[src/rtl/arbitro_pkg.sv]
// arbitro_pkg: shared constants and types for the round-robin arbiter/mux.
//   NUM_REQ  - number of requesters sharing the channel
//   SEL_W    - width of a requester index
//   estado_t - arbiter FSM states (LIBRE: no grant, CONCEDIDO: grant held)
//   a_onehot - index to one-hot grant vector
package arbitro_pkg;

    localparam int unsigned NUM_REQ = 4;
    localparam int unsigned SEL_W   = 2;

    typedef enum logic {
        LIBRE,
        CONCEDIDO
    } estado_t;

    function automatic logic [NUM_REQ-1:0] a_onehot(input logic [SEL_W-1:0] sel);
        a_onehot      = '0;
        a_onehot[sel] = 1'b1;
    endfunction

endpackage

[src/rtl/rr_prioridad.sv]
// rr_prioridad: combinational round-robin search.
//   i_req [3:0] - request vector
//   i_ptr [1:0] - index of the last served requester
//   o_hay       - at least one request found
//   o_idx [1:0] - winner; search order ptr+1, ptr+2, ptr+3, ptr (mod 4)
module rr_prioridad
    import arbitro_pkg::*;
(
    input  logic [NUM_REQ-1:0] i_req,
    input  logic [SEL_W-1:0]   i_ptr,
    output logic               o_hay,
    output logic [SEL_W-1:0]   o_idx
);

    logic [SEL_W-1:0] w_cand;

    // Walk the order backwards so the nearest candidate (ptr+1) is written last
    // and wins; ptr itself (offset NUM_REQ wraps to 0) has lowest priority.
    always_comb begin
        o_hay  = 1'b0;
        o_idx  = '0;
        w_cand = '0;
        for (int k = NUM_REQ; k >= 1; k--) begin
            w_cand = i_ptr + SEL_W'(k);
            if (i_req[w_cand]) begin
                o_hay = 1'b1;
                o_idx = w_cand;
            end
        end
    end

endmodule

[src/rtl/arbitro_mux.sv]
// arbitro_mux: 4-requester round-robin arbiter driving a shared payload mux.
//   i_Clk, i_Rst          - clock, synchronous active-high reset
//   i_Req [3:0]           - requests
//   i_Datos_0..3 [ANCHO]  - payload per requester
//   i_Listo               - downstream ready; transfer = o_Valido & i_Listo
//   o_Gnt [3:0]           - registered one-hot grant (zero when idle)
//   o_Sel [1:0]           - registered index of the granted requester
//   o_Salida [ANCHO]      - payload of the granted requester, zero when invalid
//   o_Valido              - registered: channel holds a granted payload
//   o_Cuenta [CUENTA_W]   - completed transfers, wrapping
module arbitro_mux
    import arbitro_pkg::*;
#(
    parameter int ANCHO    = 4,
    parameter int CUENTA_W = 8
) (
    input  logic                i_Clk,
    input  logic                i_Rst,
    input  logic [3:0]          i_Req,
    input  logic [ANCHO-1:0]    i_Datos_0,
    input  logic [ANCHO-1:0]    i_Datos_1,
    input  logic [ANCHO-1:0]    i_Datos_2,
    input  logic [ANCHO-1:0]    i_Datos_3,
    input  logic                i_Listo,
    output logic [3:0]          o_Gnt,
    output logic [1:0]          o_Sel,
    output logic [ANCHO-1:0]    o_Salida,
    output logic                o_Valido,
    output logic [CUENTA_W-1:0] o_Cuenta
);

    estado_t             r_estado, w_estado_d;
    logic [SEL_W-1:0]    r_ptr, w_ptr_d;
    logic [SEL_W-1:0]    r_sel, w_sel_d;
    logic [NUM_REQ-1:0]  r_gnt, w_gnt_d;
    logic                r_valido, w_valido_d;
    logic [CUENTA_W-1:0] r_cuenta, w_cuenta_d;

    logic                w_transfer;
    logic [SEL_W-1:0]    w_ptr_busq;
    logic                w_hay;
    logic [SEL_W-1:0]    w_idx;
    logic [ANCHO-1:0]    w_mux;

    assign w_transfer = (r_estado == CONCEDIDO) && i_Listo;

    // On a transfer the search starts from the requester just served. The
    // granted bit then comes last in the order, so other requesters win first
    // and it is re-granted only when alone.
    assign w_ptr_busq = w_transfer ? r_sel : r_ptr;

    rr_prioridad u_rr_prioridad (
        .i_req (i_Req),
        .i_ptr (w_ptr_busq),
        .o_hay (w_hay),
        .o_idx (w_idx)
    );

    // State register
    always_ff @(posedge i_Clk) begin
        if (i_Rst) begin
            r_estado <= LIBRE;
            r_ptr    <= SEL_W'(NUM_REQ - 1);
            r_sel    <= '0;
            r_gnt    <= '0;
            r_valido <= 1'b0;
            r_cuenta <= '0;
        end else begin
            r_estado <= w_estado_d;
            r_ptr    <= w_ptr_d;
            r_sel    <= w_sel_d;
            r_gnt    <= w_gnt_d;
            r_valido <= w_valido_d;
            r_cuenta <= w_cuenta_d;
        end
    end

    // Next-state logic
    always_comb begin
        w_estado_d = r_estado;
        w_ptr_d    = r_ptr;
        w_cuenta_d = r_cuenta;
        case (r_estado)
            LIBRE: begin
                if (w_hay) w_estado_d = CONCEDIDO;
            end
            CONCEDIDO: begin
                if (w_transfer) begin
                    w_ptr_d    = r_sel;
                    w_cuenta_d = r_cuenta + CUENTA_W'(1);
                    w_estado_d = w_hay ? CONCEDIDO : LIBRE;
                end else if (!i_Req[r_sel]) begin
                    // Requester withdrew before being served
                    w_estado_d = LIBRE;
                end
            end
            default: w_estado_d = LIBRE;
        endcase
    end

    // Output logic: next values of the registered outputs plus the payload mux
    always_comb begin
        w_sel_d    = r_sel;
        w_valido_d = r_valido;
        if (w_estado_d == LIBRE) begin
            w_sel_d    = '0;
            w_valido_d = 1'b0;
        end else if (r_estado == LIBRE || w_transfer) begin
            w_sel_d    = w_idx;
            w_valido_d = 1'b1;
        end
        w_gnt_d = w_valido_d ? a_onehot(w_sel_d) : '0;

        case (r_sel)
            2'd0:    w_mux = i_Datos_0;
            2'd1:    w_mux = i_Datos_1;
            2'd2:    w_mux = i_Datos_2;
            default: w_mux = i_Datos_3;
        endcase
    end

    assign o_Gnt    = r_gnt;
    assign o_Sel    = r_sel;
    assign o_Valido = r_valido;
    assign o_Cuenta = r_cuenta;
    assign o_Salida = r_valido ? w_mux : '0;

endmodule
[config.mk]
export PLATFORM = sky130hd
export DESIGN_NAME = arbitro_mux
export DESIGN_NICKNAME = d
export VERILOG_FILES = /design/src/rtl/arbitro_pkg.sv /design/src/rtl/rr_prioridad.sv /design/src/rtl/arbitro_mux.sv
export SDC_FILE = /design/constraint.sdc
export NUM_CORES = 1
export LEC_CHECK = 0
export ABC_CLOCK_PERIOD_IN_PS = 4400
export CAP_MARGIN = 20
export CORE_MARGIN = 5
export CORE_UTILIZATION = 47
export CTS_CLUSTER_DIAMETER = 60
export DETAILED_ROUTE_END_ITERATION = 6
export PLACE_DENSITY = 0.86
export SLEW_MARGIN = 15
export SYNTH_ARGS = -nofsm -noshare
export SYNTH_HDL_FRONTEND = slang
export SYNTH_SLANG_ARGS = --single-unit
[constraint.sdc]
create_clock -name i_Clk -period 4.4 [get_ports i_Clk]
set_input_delay 0.44 -clock i_Clk [delete_from_list [all_inputs] [get_ports i_Clk]]
set_output_delay 0.44 -clock i_Clk [all_outputs]
set_load 0.005 [all_outputs]
-- After elaboration in Yosys (flattened, before gate mapping)
Cells that the tools add are included.
- register bits after elaboration: 18
- word-level logic and storage cells: 58
- bitwise gates (word level): 2
- mux-type cells: 31
- magnitude comparators: 7
- add/sub/neg operators: 4
- reductions and logical operators: 6
- eq/ne operators: 2
- operators with widths (operator ; number):
    $lt 2x3->1 const B ; 6
    $mux 1 ; 15
    $mux 2 ; 7
    $pmux 4 s3 ; 1
    $bmux 1 s2 ; 5
    $add 8x1->8 const B ; 1
    $add 2x2->2 const B ; 2
    $mux 4 ; 1
    $add 2x1->2 const B ; 1
    $demux 1 s2 ; 1
    $eq 2x1->1 const B ; 1
    $eq 2x2->1 const B ; 1
    $ge 2x1->1 const B ; 1
    $logic_and 1x1->1 ; 2
    $logic_not 2->1 ; 1
    $not 1->1 ; 2
    $pmux 1 s2 ; 1
    $reduce_and 2->1 ; 1
    $reduce_or 2->1 ; 1
    $logic_or 1x1->1 ; 1

-- Logic depth before layout (Yosys ltp)
Gate-level depths: netlist (run 1).
- word-level depth: 16
- depth in mapped cells: 6
- gate-level depth less buffers: 5

-- Modules after synthesis
From an unflattened synthesis (run 1), not the netlist that was laid out.
- cell total of the unflattened synthesis: 109
- area, all modules: 1034.7 sq um
- by module, submodules not included (module ; cells each ; area an instance (sq um) ; times used):
    arbitro_mux ; 95 ; 943.4 ; 1
    rr_prioridad ; 14 ; 91.3 ; 1

-- Worst setup path before layout (run 1)
No wires, ideal clock.
- path kind: register to output
- start point: register r_sel[0], in the netlist o_Sel[0]
- end point: output port o_Salida[0]
- setup slack: 2.637 ns
- stages on the path, launching flop included: 4
- data required time: 3.960 ns
- arrival time: 1.323 ns
- cells stage by stage: dfxtp_1 > clkbuf_4 > mux4_2 > and2_1
- longest elaborated chain between the ends: 3
- elaborated cells on any way between the ends: 5
- ends and longest elaborated chain (element ; line ; source):
    start: declaration ; arbitro_mux.sv:34 ; logic [SEL_W-1:0] r_sel, w_sel_d;
    start signal: assignment ; arbitro_mux.sv:71 ; r_sel <= w_sel_d;
    $eq 2x2->1, or another cell as far along ; arbitro_mux.sv:114 ; case (r_sel)
    $pmux 4 s3 * ; arbitro_mux.sv:114 ;
    $mux 4 * ; arbitro_mux.sv:126 ; assign o_Salida = r_valido ? w_mux : '0;
    end: declaration ; arbitro_mux.sv:27 ; output logic [ANCHO-1:0] o_Salida,
Every way passes the cells marked *; elsewhere a longest branch is shown, timed or not.

-- Worst setup path after layout (run 1)
- start point: register r_sel[0], in the netlist o_Sel[0]
- end point: output port o_Salida[2]
The elaborated chain is that of the path after synthesis.

==> run metrics, run 1 <==
DR iter-0 viols=34; DRT Pass-1 Iters=4; DP Wirelength=2430 um; width of the die=slightly below 60 um; status=completed; average size of a mapped cell=9.42 um2; worst-margin pin slew=0.695 ns; max-cap viol count=0; Initial Util=about 51%; final count of hold timing violations=0; synth-to-layout area growth=39.0%; first-pass GRT wire length=4970 um; Yosys reg bits=18; Core Area=2250 um2; post_cts resized=0; sequential share of the synthesized area=31.6%; Setup Viol. Count Final=0; Final Critical Period=2.71 ns; Clock Latency Late Sink=0.29 ns; Area after DPL=1550 um2; CP startpoint kind=flip-flop; TNS Setup=0 ns; Post-synth EDFFs=0; layout cell share with drive strength beyond 1=about an eighth; crit-path leading delay family=flip-flops; # rows=17; Post-CTS Setup Inserts=0; Syn Nets=145; Comb pwr share=roughly 30%; Setup CP Type=reg -> out; antenna violations before repair=0; most common cell after layout, fill and taps aside=clkdlybuf4s50_1; prevailing post-synth register cell=dfxtp_1; worst min-delay path class=reg -> reg; CP max FO=15; post-route ant nets=0; Setup WS pre-CTS=1.98 ns; part of the power in registers=45.9%; P_sw=0.118 mW; final worst slack=1.69 ns; Distinct cells, synth=48; Clock Tree Buf Depth=2; I/O Buffers=between 40 and 50; VDD IR-drop max=0.287 mV; # diodes=0; DR vias/cell=5.79; Die Height=~59 um; clk root buf=clkbuf_4; hold bufs inserted after CTS=0; clock sinks=18; io pins=42; global-route total usage across every layer=18.4%; Clk pwr share=around a quarter; Critical path buffers and inverters=1; YS warnings=0; Nets=185; Largest stage delay, worst path=between 0.7 and 0.8 ns; critical path arrival=2.27 ns; GPL Wtd Cong=0.868; Slew HR=53.6%; WL/cell=between 15 and 20 um; Slew Limit Fails=0; RSZ-0062 raised after global routing=false; TritonCTS clock tree=yes; Worst-path clk slew=0.11 ns; WP data required=3.96 ns; GR Overflow Total=0; slowest CP cell=dfxtp_1; Setup crit end kind=primary output; vias in the first global route=1056; leak pwr=0.589 nW; Max Fclk=between 300 and 400 MHz; PD cells=265 nW/um2; total routed wirelength=3120 um; die area=3510 um2; commonest non-fill, non-tap cells in the layout=41 x clkdlybuf4s50_1, 18 x dfxtp_1, 11 x nor2_1; Cell Area, Synth=1140 um2; cells after synthesis=121; DRC viols=0; pin count of the biggest net entering global routing=16; Internal=0.301 mW; Async SR Flop Fraction=0%; H-tree levels=1; Via Count=1089; Switching Fraction=between 20% and 30%; crit path cell chain=mux4_2 > and2_1 > clkdlybuf4s50_1; Max Clock Skew=0.00910 ns; TritonCTS buffer count=3; Final Cell Area=1580 um2; post-route clock period utilization=61.7%
-- final timing paths --
kind                                   from     endpoint  slack [ns]  cells past startpoint
worst max register to register     o_Sel[0]     o_Gnt[0]        2.31                      5
worst min-delay path            o_Cuenta[7]  o_Cuenta[7]        0.49                      2
worst max-delay path               o_Sel[0]  o_Salida[2]        1.69                      3
worst min register to register  o_Cuenta[7]  o_Cuenta[7]        0.49                      2
-- cells in the mapped netlist, types with 2 or more instances --
| cell type | n | area share [%] |
|---|---|---|
| nand3_1 | 2 | 0.88 |
| nor2b_1 | 2 | 1.1 |
| and3_1 | 2 | 1.1 |
| and2_1 | 5 | 2.7 |
| nor2_1 | 11 | 3.6 |
| nand2_1 | 8 | 2.6 |
| buf_2 | 3 | 1.3 |
| nand2b_1 | 4 | 2.2 |
| nand4b_1 | 2 | 1.5 |
| nand4_1 | 3 | 1.6 |
| mux4_2 | 5 | 9.9 |
| a21oi_1 | 8 | 3.5 |
| o21ai_0 | 6 | 2.6 |
| or3_1 | 3 | 1.6 |
| dfxtp_1 | 18 | 32 |
| inv_1 | 4 | 1.3 |
| xor2_1 | 4 | 3.1 |
-- final cells by class --
type,count,area (um2)
clock buffers,4,36.3
flip-flops and latches,18,360
multi-input cells,93,727
inverters,4,15.0
fillers,188,671
repair buffers,41,410
well taps,28,35.0
-- through the flow --
| step | cells | utilization, % | hold slack, ns | power, mW |
|---|---|---|---|---|
| after floorplan | 121 | - | 0.474 | 0.263 |
| after global placement | 184 | 68.6 | 0.467 | 0.317 |
| after detailed placement | 184 | 68.6 | 0.481 | 0.322 |
| after CTS | 188 | 70.3 | 0.495 | 0.423 |
| after global routing | 188 | 70.3 | 0.519 | 0.446 |
| final | 188 | 70.3 | 0.493 | 0.419 |
-- cells by family after synthesis --
kind of cell / count (synthesis) / share of synthesized area (%)
simple gates: 51 / 25.8
compound gates: 28 / 20.3
flops: 18 / 31.6
buf+inv: 10 / 4.61
mux: 8 / 12.7
xor+xnor: 5 / 3.84
fa+ha+maj: 1 / 1.10
-- routing by layer --
layer / track usage (%) / vias up / wire length, um
li1: - / 522 / -
met1: 20.6 / 517 / 1200
met2: 34.9 / 48 / 1610
met3: 4.58 / 2 / 297
met4: 2.91 / 0 / 14
met5: 0 / - / 0
-- power by group through the flow --
stage | sequential, mW | combinational (mW) | clock, mW
finish | 0.192 | 0.125 | 0.101
detailed placement | 0.196 | 0.125 | 0
CTS | 0.193 | 0.126 | 0.104
global placement | 0.195 | 0.122 | 0
global route | 0.195 | 0.137 | 0.114
floorplan | 0.185 | 0.0778 | 0
-- tightest hold or removal path, delay by kind of cell (launching register included) --
family         cells  cell delay, ns
flip-flops         1            0.33
AO/OA/AOI/OAI      2            0.13
-- state kept, by name, summed over array words and instances (netlist names) --
register and flops:
r_ptr 2, o_Sel 2, o_Gnt 4, r_estado 1
o_Valido 1, o_Cuenta 8
No activity file was read; power rests on OpenSTA's default activity.
==> run 2, diff against run 1 <==
--- a/config.mk
+++ b/config.mk
@@ -5,13 +5,13 @@
 export SDC_FILE = /design/constraint.sdc
 export NUM_CORES = 1
 export LEC_CHECK = 0
-export ABC_CLOCK_PERIOD_IN_PS = 4400
+export ABC_CLOCK_PERIOD_IN_PS = 2600
 export CAP_MARGIN = 20
 export CORE_MARGIN = 5
-export CORE_UTILIZATION = 47
+export CORE_UTILIZATION = 44
 export CTS_CLUSTER_DIAMETER = 60
 export DETAILED_ROUTE_END_ITERATION = 6
-export PLACE_DENSITY = 0.86
+export PLACE_DENSITY = 0.81
 export SLEW_MARGIN = 15
 export SYNTH_ARGS = -nofsm -noshare
 export SYNTH_HDL_FRONTEND = slang
==> constraint.sdc (replaced) <==
create_clock -name i_Clk -period 2.6 [get_ports i_Clk]
set_input_delay 0.26 -clock i_Clk [delete_from_list [all_inputs] [get_ports i_Clk]]
set_output_delay 0.26 -clock i_Clk [all_outputs]
set_load 0.005 [all_outputs]
==> run metrics, run 2 (synthesized netlist as in run 1, its figures left out) <==
status=completed (unchanged); total routed wirelength=2950 um (was 3120 um); DRC viols=0 (unchanged); post-route clock period utilization=between 90% and 100%; DRT Pass-1 Iters=6 (was 4); CP startpoint kind=flip-flop (unchanged); Final Critical Period=2.38 ns; final worst slack=0.218 ns (was 1.69 ns); synth-to-layout area growth=39.8% (was 39.0%); Largest stage delay, worst path=0.65 ns (was 0.79 ns); worst min-delay path class=reg -> reg (unchanged); DR iter-0 viols=25 (was 34); VDD IR-drop max=0.402 mV (was 0.287 mV); WL/cell=15.5 um (was 16.6 um); CP max FO=10 (was 15); Max Fclk=around 420 MHz; GPL Wtd Cong=0.848 (was 0.868); FF+latch area=360 um2 (unchanged); post-route ant nets=0 (unchanged); layout cell share with drive strength beyond 1=13.0% (was 12.5%); Core Area=2480 um2 (was 2250 um2); Critical path buffers and inverters=1 (unchanged); Initial Util=46.0% (was 50.6%); clock sinks=18 (unchanged); multi-input gate area in the final layout=727 um2 (unchanged); DR vias/cell=5.69 (was 5.79); first-pass GRT wire length=4640 um (was 4970 um); Slew HR=66.0% (was 53.6%); TritonCTS clock tree=yes (unchanged); clk root buf=clkbuf_4 (unchanged); Setup WS pre-CTS=0.398 ns (was 1.98 ns); antenna violations before repair=0 (unchanged); Post-CTS Setup Inserts=0 (unchanged); width of the die=60.9 um (was 59.2 um); Via Count=1086 (was 1089); WP data required=2.34 ns (was 3.96 ns); TNS Setup=0 ns (unchanged); RSZ-0062 raised after global routing=false (unchanged); FILL cells=215 (was 188); critical path arrival=2.12 ns (was 2.27 ns); Largest register FFs=8 (unchanged); most common cell after layout, fill and taps aside=clkdlybuf4s50_1 (unchanged); Slew Limit Fails=0 (unchanged); vias in the first global route=1017 (was 1056); setup slack, reg-to-reg=0.51 ns (was 2.31 ns); Setup Viol. Count Final=0 (unchanged); Setup crit end kind=primary output (unchanged); max-cap viol count=0 (unchanged); crit-path leading delay family=flip-flops (unchanged); Clock Latency Late Sink=0.30 ns (was 0.29 ns); Max Clock Skew=0.00950 ns (was 0.00910 ns); global-route total usage across every layer=16.8% (was 18.4%); hold bufs inserted after CTS=0 (unchanged); TritonCTS buffer count=3 (unchanged); Nets=186 (was 185); worst-margin pin slew=0.510 ns (was 0.695 ns); slowest CP cell=dfxtp_1 (unchanged); # rows=18 (was 17); PD cells=446 nW/um2 (was 265 nW/um2); Setup CP Type=reg -> out (unchanged); post_cts resized=0 (unchanged); final count of hold timing violations=0 (unchanged); # diodes=0 (unchanged); die area=3710 um2 (was 3510 um2); pin count of the biggest net entering global routing=16 (unchanged); io pins=42 (unchanged); Die Height=60.9 um (was 59.2 um); GR Overflow Total=0 (unchanged); crit path cell chain=mux4_2 > and2_1 > clkdlybuf4s50_1 (unchanged); commonest non-fill, non-tap cells in the layout=41 x clkdlybuf4s50_1, 18 x dfxtp_1, 11 x nor2_1 (unchanged); Worst-path clk slew=0.10 ns (was 0.11 ns); I/O Buffers=41 (unchanged); H-tree levels=1 (unchanged); DP Wirelength=2350 um (was 2430 um); Clock Tree Buf Depth=2 (unchanged); leak pwr=0.594 nW (was 0.589 nW)
run 2: worst paths after layout:
check,startpoint,to,cells past startpoint
max,o_Sel[0],o_Salida[0],3
min,o_Cuenta[1],o_Cuenta[1],2
max reg2reg,o_Sel[0],o_Gnt[0],6
min reg2reg,o_Cuenta[1],o_Cuenta[1],2
run 2: per-layer routing:
layer,up-vias,routed length (um),share of wire [%],track usage (%)
met5,-,0,0,0
met4,0,61,2.1,5.88
met3,6,283,9.6,4.04
met2,40,1470,50,29.8
met1,518,1130,38,19.5
li1,522,-,-,-
run 2: power breakdown:
| group | switching [mW] | internal (mW) |
|---|---|---|
| clock | 0.0857 | 0.0854 |
| sequential | 0.0296 | 0.293 |
| combinational | 0.0833 | 0.134 |
run 2: metrics by stage:
step | util [%] | total power, mW | cell area [um2] | hold slack (ns) | instances
after floorplan | - | 0.445 | 1140 | 0.334 | 121
after global placement | 62.9 | 0.540 | 1560 | 0.468 | 187
after detailed placement | 62.9 | 0.547 | 1560 | 0.511 | 187
after CTS | 64.3 | 0.718 | 1590 | 0.525 | 191
after global routing | 64.3 | 0.751 | 1590 | 0.531 | 191
final | 64.3 | 0.711 | 1590 | 0.520 | 191
run 2: worst register-to-register path, cell delays in order (launching register included):
cell,delay (ns)
dfxtp_1,0.65
buf_4,0.25
mux4_2,0.53
a21oi_1,0.16
nor2_1,0.06
nand2b_1,0.16
and3b_1,0.19
run 2: final cells by class:
type                            count  area share, %
Sequential cell                    18           22.6
Clock buffer                        4           2.28
Inverter                            4          0.942
Tap cell                           30           2.35
Multi-Input combinational cell     93           45.6
Timing Repair Buffer               42           26.2
